File: config.mk
export PLATFORM = sky130hd
export DESIGN_NAME = note_feed_scheduler_flat
export DESIGN_NICKNAME = d
export VERILOG_FILES = /design/src/rtl/note_feed_if.sv /design/src/rtl/note_feed_scheduler.sv /design/src/flat_wrapper.sv
export SDC_FILE = /design/constraint.sdc
export NUM_CORES = 1
export LEC_CHECK = 0
export ABC_AREA = 1
export CAP_MARGIN = 20
export CORE_UTILIZATION = 64
export DETAILED_ROUTE_END_ITERATION = 8
export DONT_BUFFER_PORTS = 1
export MAX_ROUTING_LAYER = met4
export PLACE_DENSITY = 0.8
export RECOVER_POWER = 25
export SYNTH_ARGS = -nofsm -noshare
export SYNTH_HDL_FRONTEND = slang
export SYNTH_SLANG_ARGS = --single-unit
File: constraint.sdc
create_clock -name vga_clk -period 3.65 [get_ports vga_clk]
set_input_delay 0.5475 -clock vga_clk [delete_from_list [all_inputs] [get_ports vga_clk]]
set_output_delay 0.5475 -clock vga_clk [all_outputs]
set_load 0.03 [all_outputs]
File: src/rtl/note_feed_if.sv
// note_feed_if: control, song-ROM and note-output bundle of note_feed_scheduler
// Ports (master = scheduler side):
//   in  start, pause, stop       playback control from the mode FSM
//   out rom_addr / in rom_data   song ROM read port, data valid one cycle after address
//   out note, shift, output_ready, busy, done, song_pos   play-mode display/audio feed
interface note_feed_if #(
    parameter int ADDR_W = 8
) ();
    logic              start;
    logic              pause;
    logic              stop;
    logic [ADDR_W-1:0] rom_addr;
    logic [15:0]       rom_data;
    logic [7:0]        note;
    logic [1:0]        shift;
    logic              output_ready;
    logic              busy;
    logic              done;
    logic [ADDR_W-1:0] song_pos;
    modport master (
        input  start, pause, stop, rom_data,
        output rom_addr, note, shift, output_ready, busy, done, song_pos
    );
    modport slave (
        output start, pause, stop, rom_data,
        input  rom_addr, note, shift, output_ready, busy, done, song_pos
    );
endinterface

File: src/rtl/note_feed_scheduler.sv
// note_feed_scheduler: plays song-ROM entries as timed notes separated by silent gaps
// Ports:
//   vga_clk  sole clock, rising edge
//   rst      synchronous active-high reset
//   bus      note_feed_if.master: start/pause/stop control, rom_addr/rom_data ROM port,
//            note/shift/output_ready/busy/done/song_pos outputs
// Config: define NOTE_FEED_LOOP_EN to loop back to address 0 at the end marker or the
//         address wrap instead of returning to IDLE.
module note_feed_scheduler #(
    parameter int TICK_PERIOD = 100000,
    parameter int GAP_TICKS   = 1,
    parameter int ADDR_W      = 8
) (
    input logic         vga_clk,
    input logic         rst,
    note_feed_if.master bus
);
    typedef enum logic [2:0] {IDLE, FETCH, LOAD, PLAY, GAP} state_t;
    state_t            state_q, state_d;
    logic [ADDR_W-1:0] rom_addr_q, rom_addr_d, song_pos_q, song_pos_d;
    logic [7:0]        note_q, note_d;
    logic [1:0]        shift_q, shift_d;
    logic              ready_q, ready_d, busy_q, busy_d, done_q, done_d;
    logic [19:0]       div_q, div_d;
    logic [5:0]        cnt_q, cnt_d;
    logic              run, tick, adv;

    // the divider only runs while timing a note or gap, and pause freezes it
    assign run  = (state_q == PLAY || state_q == GAP) && !bus.pause;
    assign tick = run && div_q == 20'(TICK_PERIOD - 1);

    always_comb begin
        state_d    = state_q;
        rom_addr_d = rom_addr_q;
        song_pos_d = song_pos_q;
        note_d     = note_q;
        shift_d    = shift_q;
        ready_d    = ready_q;
        done_d     = 1'b0;
        adv        = 1'b0;
        div_d      = run ? (tick ? '0 : div_q + 20'd1) : div_q;
        cnt_d      = tick ? cnt_q - 6'd1 : cnt_q;
        case (state_q)
            FETCH: state_d = LOAD;
            LOAD: begin
                if (bus.rom_data[5:0] == 6'd0) begin
                    done_d = 1'b1;
`ifdef NOTE_FEED_LOOP_EN
                    rom_addr_d = '0;
                    state_d    = FETCH;
`else
                    state_d    = IDLE;
`endif
                end else begin
                    note_d     = bus.rom_data[15:8];
                    shift_d    = bus.rom_data[7:6];
                    song_pos_d = rom_addr_q;
                    cnt_d      = bus.rom_data[5:0];
                    div_d      = '0;
                    ready_d    = 1'b1;
                    state_d    = PLAY;
                end
            end
            PLAY: begin
                if (tick && cnt_q == 6'd1) begin
                    ready_d = 1'b0;
                    note_d  = '0;
                    if (GAP_TICKS > 0) begin
                        cnt_d   = 6'(GAP_TICKS);
                        state_d = GAP;
                    end else begin
                        adv = 1'b1;
                    end
                end
            end
            GAP: adv = tick && cnt_q == 6'd1;
            default: ;
        endcase
        // moving past the last address is the end of a pass through the song
        if (adv) begin
            rom_addr_d = rom_addr_q + ADDR_W'(1);
            state_d    = FETCH;
            if (&rom_addr_q) begin
                done_d = 1'b1;
`ifndef NOTE_FEED_LOOP_EN
                state_d = IDLE;
`endif
            end
        end
        if (bus.start) begin
            state_d    = FETCH;
            rom_addr_d = '0;
            song_pos_d = '0;
            note_d     = '0;
            shift_d    = '0;
            ready_d    = 1'b0;
            done_d     = 1'b0;
            div_d      = '0;
            cnt_d      = '0;
        end
        if (bus.stop) begin
            state_d = IDLE;
            done_d  = 1'b0;
        end
        // IDLE always presents reset values; done survives only for a natural song end
        if (state_d == IDLE) begin
            rom_addr_d = '0;
            song_pos_d = '0;
            note_d     = '0;
            shift_d    = '0;
            ready_d    = 1'b0;
            div_d      = '0;
            cnt_d      = '0;
        end
        busy_d = state_d != IDLE;
    end

    always_ff @(posedge vga_clk) begin
        if (rst) begin
            state_q    <= IDLE;
            rom_addr_q <= '0;
            song_pos_q <= '0;
            note_q     <= '0;
            shift_q    <= '0;
            ready_q    <= 1'b0;
            busy_q     <= 1'b0;
            done_q     <= 1'b0;
            div_q      <= '0;
            cnt_q      <= '0;
        end else begin
            state_q    <= state_d;
            rom_addr_q <= rom_addr_d;
            song_pos_q <= song_pos_d;
            note_q     <= note_d;
            shift_q    <= shift_d;
            ready_q    <= ready_d;
            busy_q     <= busy_d;
            done_q     <= done_d;
            div_q      <= div_d;
            cnt_q      <= cnt_d;
        end
    end

    assign bus.rom_addr     = rom_addr_q;
    assign bus.song_pos     = song_pos_q;
    assign bus.note         = note_q;
    assign bus.shift        = shift_q;
    assign bus.output_ready = ready_q;
    assign bus.busy         = busy_q;
    assign bus.done         = done_q;
endmodule
File: src/flat_wrapper.sv
// flat-port wrapper written by rule: the top's interface ports become plain ports
module note_feed_scheduler_flat 
#(
    parameter int TICK_PERIOD = 100000,
    parameter int GAP_TICKS   = 1,
    parameter int ADDR_W      = 8
)
  (vga_clk, rst, bus_start, bus_pause, bus_stop, bus_rom_data, bus_rom_addr, bus_note, bus_shift, bus_output_ready, bus_busy, bus_done, bus_song_pos);
  note_feed_if #(.ADDR_W(ADDR_W)) bus_i ();
  input logic vga_clk;
  input logic rst;
  input wire logic [$bits(bus_i.start)-1:0] bus_start;
  input wire logic [$bits(bus_i.pause)-1:0] bus_pause;
  input wire logic [$bits(bus_i.stop)-1:0] bus_stop;
  input wire logic [$bits(bus_i.rom_data)-1:0] bus_rom_data;
  output wire logic [$bits(bus_i.rom_addr)-1:0] bus_rom_addr;
  output wire logic [$bits(bus_i.note)-1:0] bus_note;
  output wire logic [$bits(bus_i.shift)-1:0] bus_shift;
  output wire logic [$bits(bus_i.output_ready)-1:0] bus_output_ready;
  output wire logic [$bits(bus_i.busy)-1:0] bus_busy;
  output wire logic [$bits(bus_i.done)-1:0] bus_done;
  output wire logic [$bits(bus_i.song_pos)-1:0] bus_song_pos;
  assign bus_i.start = bus_start;
  assign bus_i.pause = bus_pause;
  assign bus_i.stop = bus_stop;
  assign bus_i.rom_data = bus_rom_data;
  assign bus_rom_addr = bus_i.rom_addr;
  assign bus_note = bus_i.note;
  assign bus_shift = bus_i.shift;
  assign bus_output_ready = bus_i.output_ready;
  assign bus_busy = bus_i.busy;
  assign bus_done = bus_i.done;
  assign bus_song_pos = bus_i.song_pos;
  note_feed_scheduler #(.TICK_PERIOD(TICK_PERIOD), .GAP_TICKS(GAP_TICKS), .ADDR_W(ADDR_W)) u_core (.vga_clk(vga_clk), .rst(rst), .bus(bus_i));
endmodule
# Word level (Yosys, flattened, before mapping)
# Index checks and enable logic that the tools add are counted.
[totals]
ff_bits = 58
input_bits = 21
out_inout_bits = 29
wordCells = 62
[classes]
n_addsub = 3
eq_ne = 8
n_mux = 26
bitwise_logic = 1
n_reduce_logical = 14
[ops]
columns = ["cell", "count"]
rows = [
  ["20-bit two-way mux", 4],
  ["20-bit by 1-bit adder with 20-bit output, second input constant", 1],
  ["20-bit by 17-bit equality test with 1-bit output, second input constant", 1],
  ["6-bit two-way mux", 3],
  ["8-bit two-way mux", 2],
  ["8-bit case mux with 2 select lines", 1],
  ["3-bit two-way mux", 4],
  ["6-bit case mux with 2 select lines", 1],
  ["3-bit case mux with 3 select lines", 1],
  ["8-bit by 1-bit adder with 8-bit output, second input constant", 1],
  ["1-bit two-way mux", 8],
  ["8-bit AND reduction", 1],
  ["3-bit by 2-bit equality test with 1-bit output, second input constant", 2],
  ["6-bit by 1-bit equality test with 1-bit output, second input constant", 1],
  ["6-bit zero test", 1],
  ["3-bit OR reduction", 2],
  ["6-bit by 1-bit subtractor with 6-bit output, second input constant", 1],
  ["2-bit != test, second input constant", 2],
  ["3-bit by 1-bit equality test with 1-bit output, second input constant", 1],
  ["3-bit equality test, second input constant", 1],
  ["1-bit logical AND", 3],
  ["3-bit zero test", 1],
  ["3-bit AND reduction", 1],
  ["3-bit nonzero test", 1],
  ["other kinds (7)", 7],
]

# Depth between registers and ports, before layout
[depth]
word_depth = 12
ltp_mapped = 15
mapped_depth_nobuf = 14

# Least setup slack after synthesis
# No wires, ideal clock.
[synth_path]
path_kind = "flip-flop to flip-flop"
start = "register u_core.div_q[0]"
end = "register u_core.song_pos_q[2], in the netlist u_core.bus.song_pos[2]"
setup_time_ns = 0.124
t_arrival_ns = 1.786
t_required_ns = 3.526
setup_slack_ns = 1.740
stages_incl_launch_ff = 14
n_path_buf = 1
synth_period_minus_slack_ns = 1.910
cell_sequence = "dfxtp_1 ha_1 inv_2 nor2_4 nand3_4 nor2_8 nand3_4 nand2_1 inv_2 nor2_4 nand2_4 nand2_8 buf_12 nor2_4"
[synth_via]
elab_chain_cells = 10
word_cells_on_any_way = 11
classes_between = "eq/ne (1); mux (6); reduce/logical (4)"
[synth_lines]
columns = ["element", "line", "rtl"]
rows = [
  ["start, declared", "note_feed_scheduler.sv:24", "logic [19:0] div_q, div_d;"],
  ["start signal, assigned", "note_feed_scheduler.sv:139", "div_q <= div_d;"],
  ["20-bit by 17-bit equality test with 1-bit output *", "note_feed_scheduler.sv:30", "assign tick = run && div_q == 20'(TICK_PERIOD - 1);"],
  ["1-bit logical AND *", "note_feed_scheduler.sv:30", ""],
  ["1-bit logical AND *", "note_feed_scheduler.sv:65, note_feed_scheduler.sv:76", ""],
  ["3-bit two-way mux", "note_feed_scheduler.sv:65", "if (tick && cnt_q == 6'd1) begin"],
  ["3-bit case mux with 3 select lines", "note_feed_scheduler.sv:43", "case (state_q)"],
  ["3-bit two-way mux *", "note_feed_scheduler.sv:80", "if (adv) begin"],
  ["3-bit two-way mux *", "note_feed_scheduler.sv:90", "if (bus.start) begin"],
  ["3-bit two-way mux *", "note_feed_scheduler.sv:101", "if (bus.stop) begin"],
  ["3-bit zero test *", "note_feed_scheduler.sv:106", "if (state_d == IDLE) begin"],
  ["3-bit OR reduction (no line) *", "-", ""],
  ["end signal, assigned", "note_feed_scheduler.sv:133", "song_pos_q <= song_pos_d;"],
  ["end, declared", "note_feed_scheduler.sv:20", "logic [ADDR_W-1:0] rom_addr_q, rom_addr_d, song_pos_q, song_pos_d;"],
]
# Every way passes the cells marked *; elsewhere a longest branch is shown, timed or not.
# A chain may end at the register's enable or synchronous reset.

# Final worst setup path
[layout_path]
start = "register u_core.state_q[2]"
end = "register u_core.note_q[2], in the netlist u_core.bus.note[2]"
[layout_via]
elab_chain_cells = 12
word_cells_on_any_way = 21
classes_between = "eq/ne (6); mux (7); reduce/logical (8)"
[layout_lines]
columns = ["element", "line", "rtl"]
rows = [
  ["start, declared", "note_feed_scheduler.sv:19", "state_t state_q, state_d;"],
  ["start signal, assigned", "note_feed_scheduler.sv:131", "state_q <= state_d;"],
  ["3-bit by 2-bit equality test with 1-bit output or 3-bit equality test (tied branches)", "note_feed_scheduler.sv:29, note_feed_scheduler.sv:43", ""],
  ["1-bit logical OR", "note_feed_scheduler.sv:29", "assign run = (state_q == PLAY || state_q == GAP) && !bus.pause;"],
  ["1-bit logical AND", "note_feed_scheduler.sv:29", ""],
  ["1-bit logical AND", "note_feed_scheduler.sv:30", ""],
  ["1-bit logical AND", "note_feed_scheduler.sv:65, note_feed_scheduler.sv:76", ""],
  ["3-bit two-way mux", "note_feed_scheduler.sv:65", ""],
  ["3-bit case mux with 3 select lines", "note_feed_scheduler.sv:43", ""],
  ["3-bit two-way mux", "note_feed_scheduler.sv:80", ""],
  ["3-bit two-way mux", "note_feed_scheduler.sv:90", ""],
  ["3-bit two-way mux", "note_feed_scheduler.sv:101", ""],
  ["3-bit zero test", "note_feed_scheduler.sv:106", ""],
  ["3-bit OR reduction (no line)", "-", ""],
  ["end signal, assigned", "note_feed_scheduler.sv:134", "note_q <= note_d;"],
  ["end, declared", "note_feed_scheduler.sv:21", "logic [7:0] note_q, note_d;"],
]
# Several ways; a longest one is shown, not always the timed one.

==> PnR_summary.wiki <==
{| class="wikitable"
! Metric !! Value
|-
| Outcome || complete, no violations
|-
| Starting density of the core || 66.89%
|-
| Std-Cell Core Area || 0.005540 mm2
|-
| Max-slew violations || 0
|-
| Total negative setup slack || 0 ns
|-
| Maximum single-stage delay on the critical path || 0.44 ns
|-
| Cell repeated most along the worst path || sky130_fd_sc_hd__nand2_2
|-
| Mean instance size in the synthesized netlist || 7.673 um2
|-
| Max-cap violations || 0
|-
| Maximum fanout along the worst path || 53
|-
| Initial detailed-routing violation count || 133
|-
| Overall via count from detail_route || 2945
|-
| Number of I/O pins || 50
|-
| Antenna Diode Count || 0
|-
| Proportion of layout cells with a drive suffix above 1 || 21.88%
|-
| Cells traversed along the worst timing path || inv_1 > nand2_2 > nor2_4 > nand2_2 > inv_2 > nor2_1 > nand2_1 > nand2_1 > nand3_1 > nand2_2 > nand2_4 > nand2_8 > nor2_1
|-
| Most instantiated cells after synthesis || sky130_fd_sc_hd__nand2_1 (109), sky130_fd_sc_hd__inv_1 (60), sky130_fd_sc_hd__dfxtp_1 (58), sky130_fd_sc_hd__nor2_4 (53), sky130_fd_sc_hd__nor2_1 (39)
|-
| Routed metal-1 wirelength || 3414 um
|-
| CP Capture Type || register
|-
| Final setup skew || 0.007384 ns
|-
| Cts repair resizes || 0
|-
| Residual DRC count || 0
|-
| Syn. warnings || 0
|-
| DIE HEIGHT || 78.10 um
|-
| Worst path arrival time || 2.92 ns
|-
| H-Tree Level Count || 3
|-
| Clock net sink count || 58
|-
| Post-synth top flop || sky130_fd_sc_hd__dfxtp_1
|-
| Proportion of netlist area held by the largest area contributor || 31.33%
|-
| Grt ovf || 0
|-
| TritonCTS buffer count || 9
|-
| Count of different cell masters after synthesis || 38
|-
| Yosys reg bits || 58
|-
| Max_slew headroom || 42.05%
|-
| Crit share post-route || 73.06%
|-
| Post-Syn Area || 0.003706 mm2
|-
| Die span in x || 78.10 um
|-
| Worst Slack Setup Final || 0.9835 ns
|-
| Part of the Yosys area used for sequential elements || 31.33%
|-
| Clock tree from TritonCTS || yes
|-
| Maximum clock path buffer count || 2
|-
| Placement Rows || 27
|-
| Met3 Wirelength || 423 um
|-
| Final Hold Violating Endpoints || 0
|-
| Number of post-CTS setup repair buffers || 0
|-
| Port-buffer cells || 0
|-
| Power Density || 313.2 mW/mm2
|-
| Clock slew at reported path FFs || 0.07 ns
|-
| Max Clk Rate || 0.3750 GHz
|-
| Cells taking the most area after synthesis || sky130_fd_sc_hd__dfxtp_1 (31%), sky130_fd_sc_hd__nor2_4 (16%), sky130_fd_sc_hd__nand2_1 (11%), sky130_fd_sc_hd__inv_1 (6.1%), sky130_fd_sc_hd__nand3_1 (4.2%)
|-
| Unrepaired setup endpoints after global routing || no
|-
| Met2 wire length || 3509 um
|-
| Critical path class || reg -> reg
|-
| Launching element type of the critical path || register
|-
| Most used standard cell by instance count after synthesis || sky130_fd_sc_hd__nand2_1
|-
| Share of async-settable or async-resettable flops after synthesis || 0%
|-
| CP delay by family, top || simple AND/OR/NAND/NOR gates
|-
| Pin count of the biggest net entering global routing || 54
|-
| Antenna Violating Nets Remaining || 0
|-
| Minimum clock period || 2.667 ns
|-
| Global-route wire length before repair || 12700 um
|-
| Placed wire-length estimate after detailed placement || 5481 um
|-
| Drt via density || 5.250
|-
| Leakage power figure || 0.001383 uW
|-
| Endpoints failing setup || 0
|-
| Area Overhead vs Synth || 3.748%
|-
| Routed WL per cell || 13.29 um
|-
| Slew at the pin closest to its max-slew limit || 0.8693 ns
|-
| Worst ir drop on vdd || 0.3191 mV
|-
| Fin nets || 509
|-
| Tightest Hold Check Type || in -> reg
|-
| Highest Signal Layer || met4
|-
| EDFF count, synth || 0
|-
| Synthesized netlist cell count || 483
|-
| Clk_lat worst skew || 0.34 ns
|-
| Crit path buffers/inverters || 2
|-
| Area of the die || 0.006099 mm2
|-
| Global-route usage over all layers || 27.63%
|-
| Final estimated routing congestion in global placement || 0.9248
|-
| Root buffer cell || sky130_fd_sc_hd__clkbuf_8
|-
| Via count of the first global-routing pass || 2820
|-
| Number of antenna violations at the first check in global routing || 0
|-
| Worst Path Required || 3.90 ns
|-
| Count of hold-fix buffers inserted at cts || 0
|-
| Most area-hungry cell type in the Yosys netlist || sky130_fd_sc_hd__dfxtp_1
|-
| First-pass detailed-route iteration total || 4
|-
| Worst setup slack before clock tree synthesis || 0.8576 ns
|-
| Synthesized netlist net count || 508
|-
| DRT Wirelength || 7456 um
|-
| Slowest CP cell || sky130_fd_sc_hd__nand2_8
|}
## logic make-up after synthesis
kind of cell	after synthesis	share of synthesized area (%)
AOI/OAI and AO/OA	31	4.929
xor gates and xnor gates	15	3.545
adders and majority gates	4	1.350
buffers and inverters	81	10.53
DFF	58	31.33
muxes	6	1.654
and+or+nand+nor	288	46.66
## sequential cells by signal (all words and copies together) (netlist names)
name / count
u_core.state_q: 3
u_core.bus.song_pos: 8
u_core.bus.note: 8
u_core.bus.rom_addr: 8
u_core.bus.shift: 2
u_core.bus.busy: 1
u_core.div_q: 20
u_core.bus.done: 1
u_core.cnt_q: 6
u_core.bus.output_ready: 1
## metal layers
metal	track usage, %	vias up
li1	-	1511
met1	33.46	1344
met2	43.60	78
met3	8.372	12
met4	9.815	0
met5	-	-
## final timing paths
path / start / end / cells after the start / slack, ns
hold / removal: bus_rom_data[2] / u_core.cnt_q[2]$_SDFF_PP0_ / 2 / 0.40
setup / recovery: u_core.state_q[2]$_SDFF_PP0_ / u_core.bus.note[2]$_SDFFE_PP0P_ / 13 / 0.98
setup reg to reg: u_core.state_q[2]$_SDFF_PP0_ / u_core.bus.note[2]$_SDFFE_PP0P_ / 13 / 0.98
hold reg to reg: u_core.div_q[1]$_SDFF_PP0_ / u_core.div_q[1]$_SDFF_PP0_ / 4 / 0.63
## layout make-up
class	instances	area (um2)
multi-input cells	344	2155
fillers	479	1695
flip-flops and latches	58	1161
inverters	71	267.8
clock buffers	11	141.4
well taps	72	90.09
clock inverters	5	30.03
## layout by cell type, fill, tap and decap left out, types with 11 or more instances in the layout
cell,instances
sky130_fd_sc_hd__dfxtp_1,58
sky130_fd_sc_hd__inv_1,60
sky130_fd_sc_hd__nand4_1,13
sky130_fd_sc_hd__nand2_1,109
sky130_fd_sc_hd__nand3_1,31
sky130_fd_sc_hd__nor3_1,11
sky130_fd_sc_hd__nor2_1,39
sky130_fd_sc_hd__xor2_1,15
sky130_fd_sc_hd__o21ai_0,17
sky130_fd_sc_hd__nor2_4,53
## metrics by stage
step	area, um2	util, %	hold slack, ns	power [uW]	std cells
6_report	3845	69.40	0.4046	1204	561
5_1_grt	3845	69.40	0.4012	1253	561
4_1_cts	3845	69.40	0.3925	1212	561
3_5_place_dp	3674	66.31	0.6245	695.2	545
3_3_place_gp	3674	66.31	0.6187	694.4	545
2_1_floorplan	3706	-	0.5858	698.9	483
## power by group
| group | leakage [uW] | switching, uW | internal (uW) | total (uW) |
|---|---|---|---|---|
| sequential | 0.000467 | 3.63 | 635 | 638 |
| clock | 0.0000851 | 263 | 261 | 524 |
| combinational | 0.000830 | 34.2 | 7.88 | 42.1 |
| total | 0.00138 | 301 | 903 | 1200 |
Power figures use the tool's default switching activity.
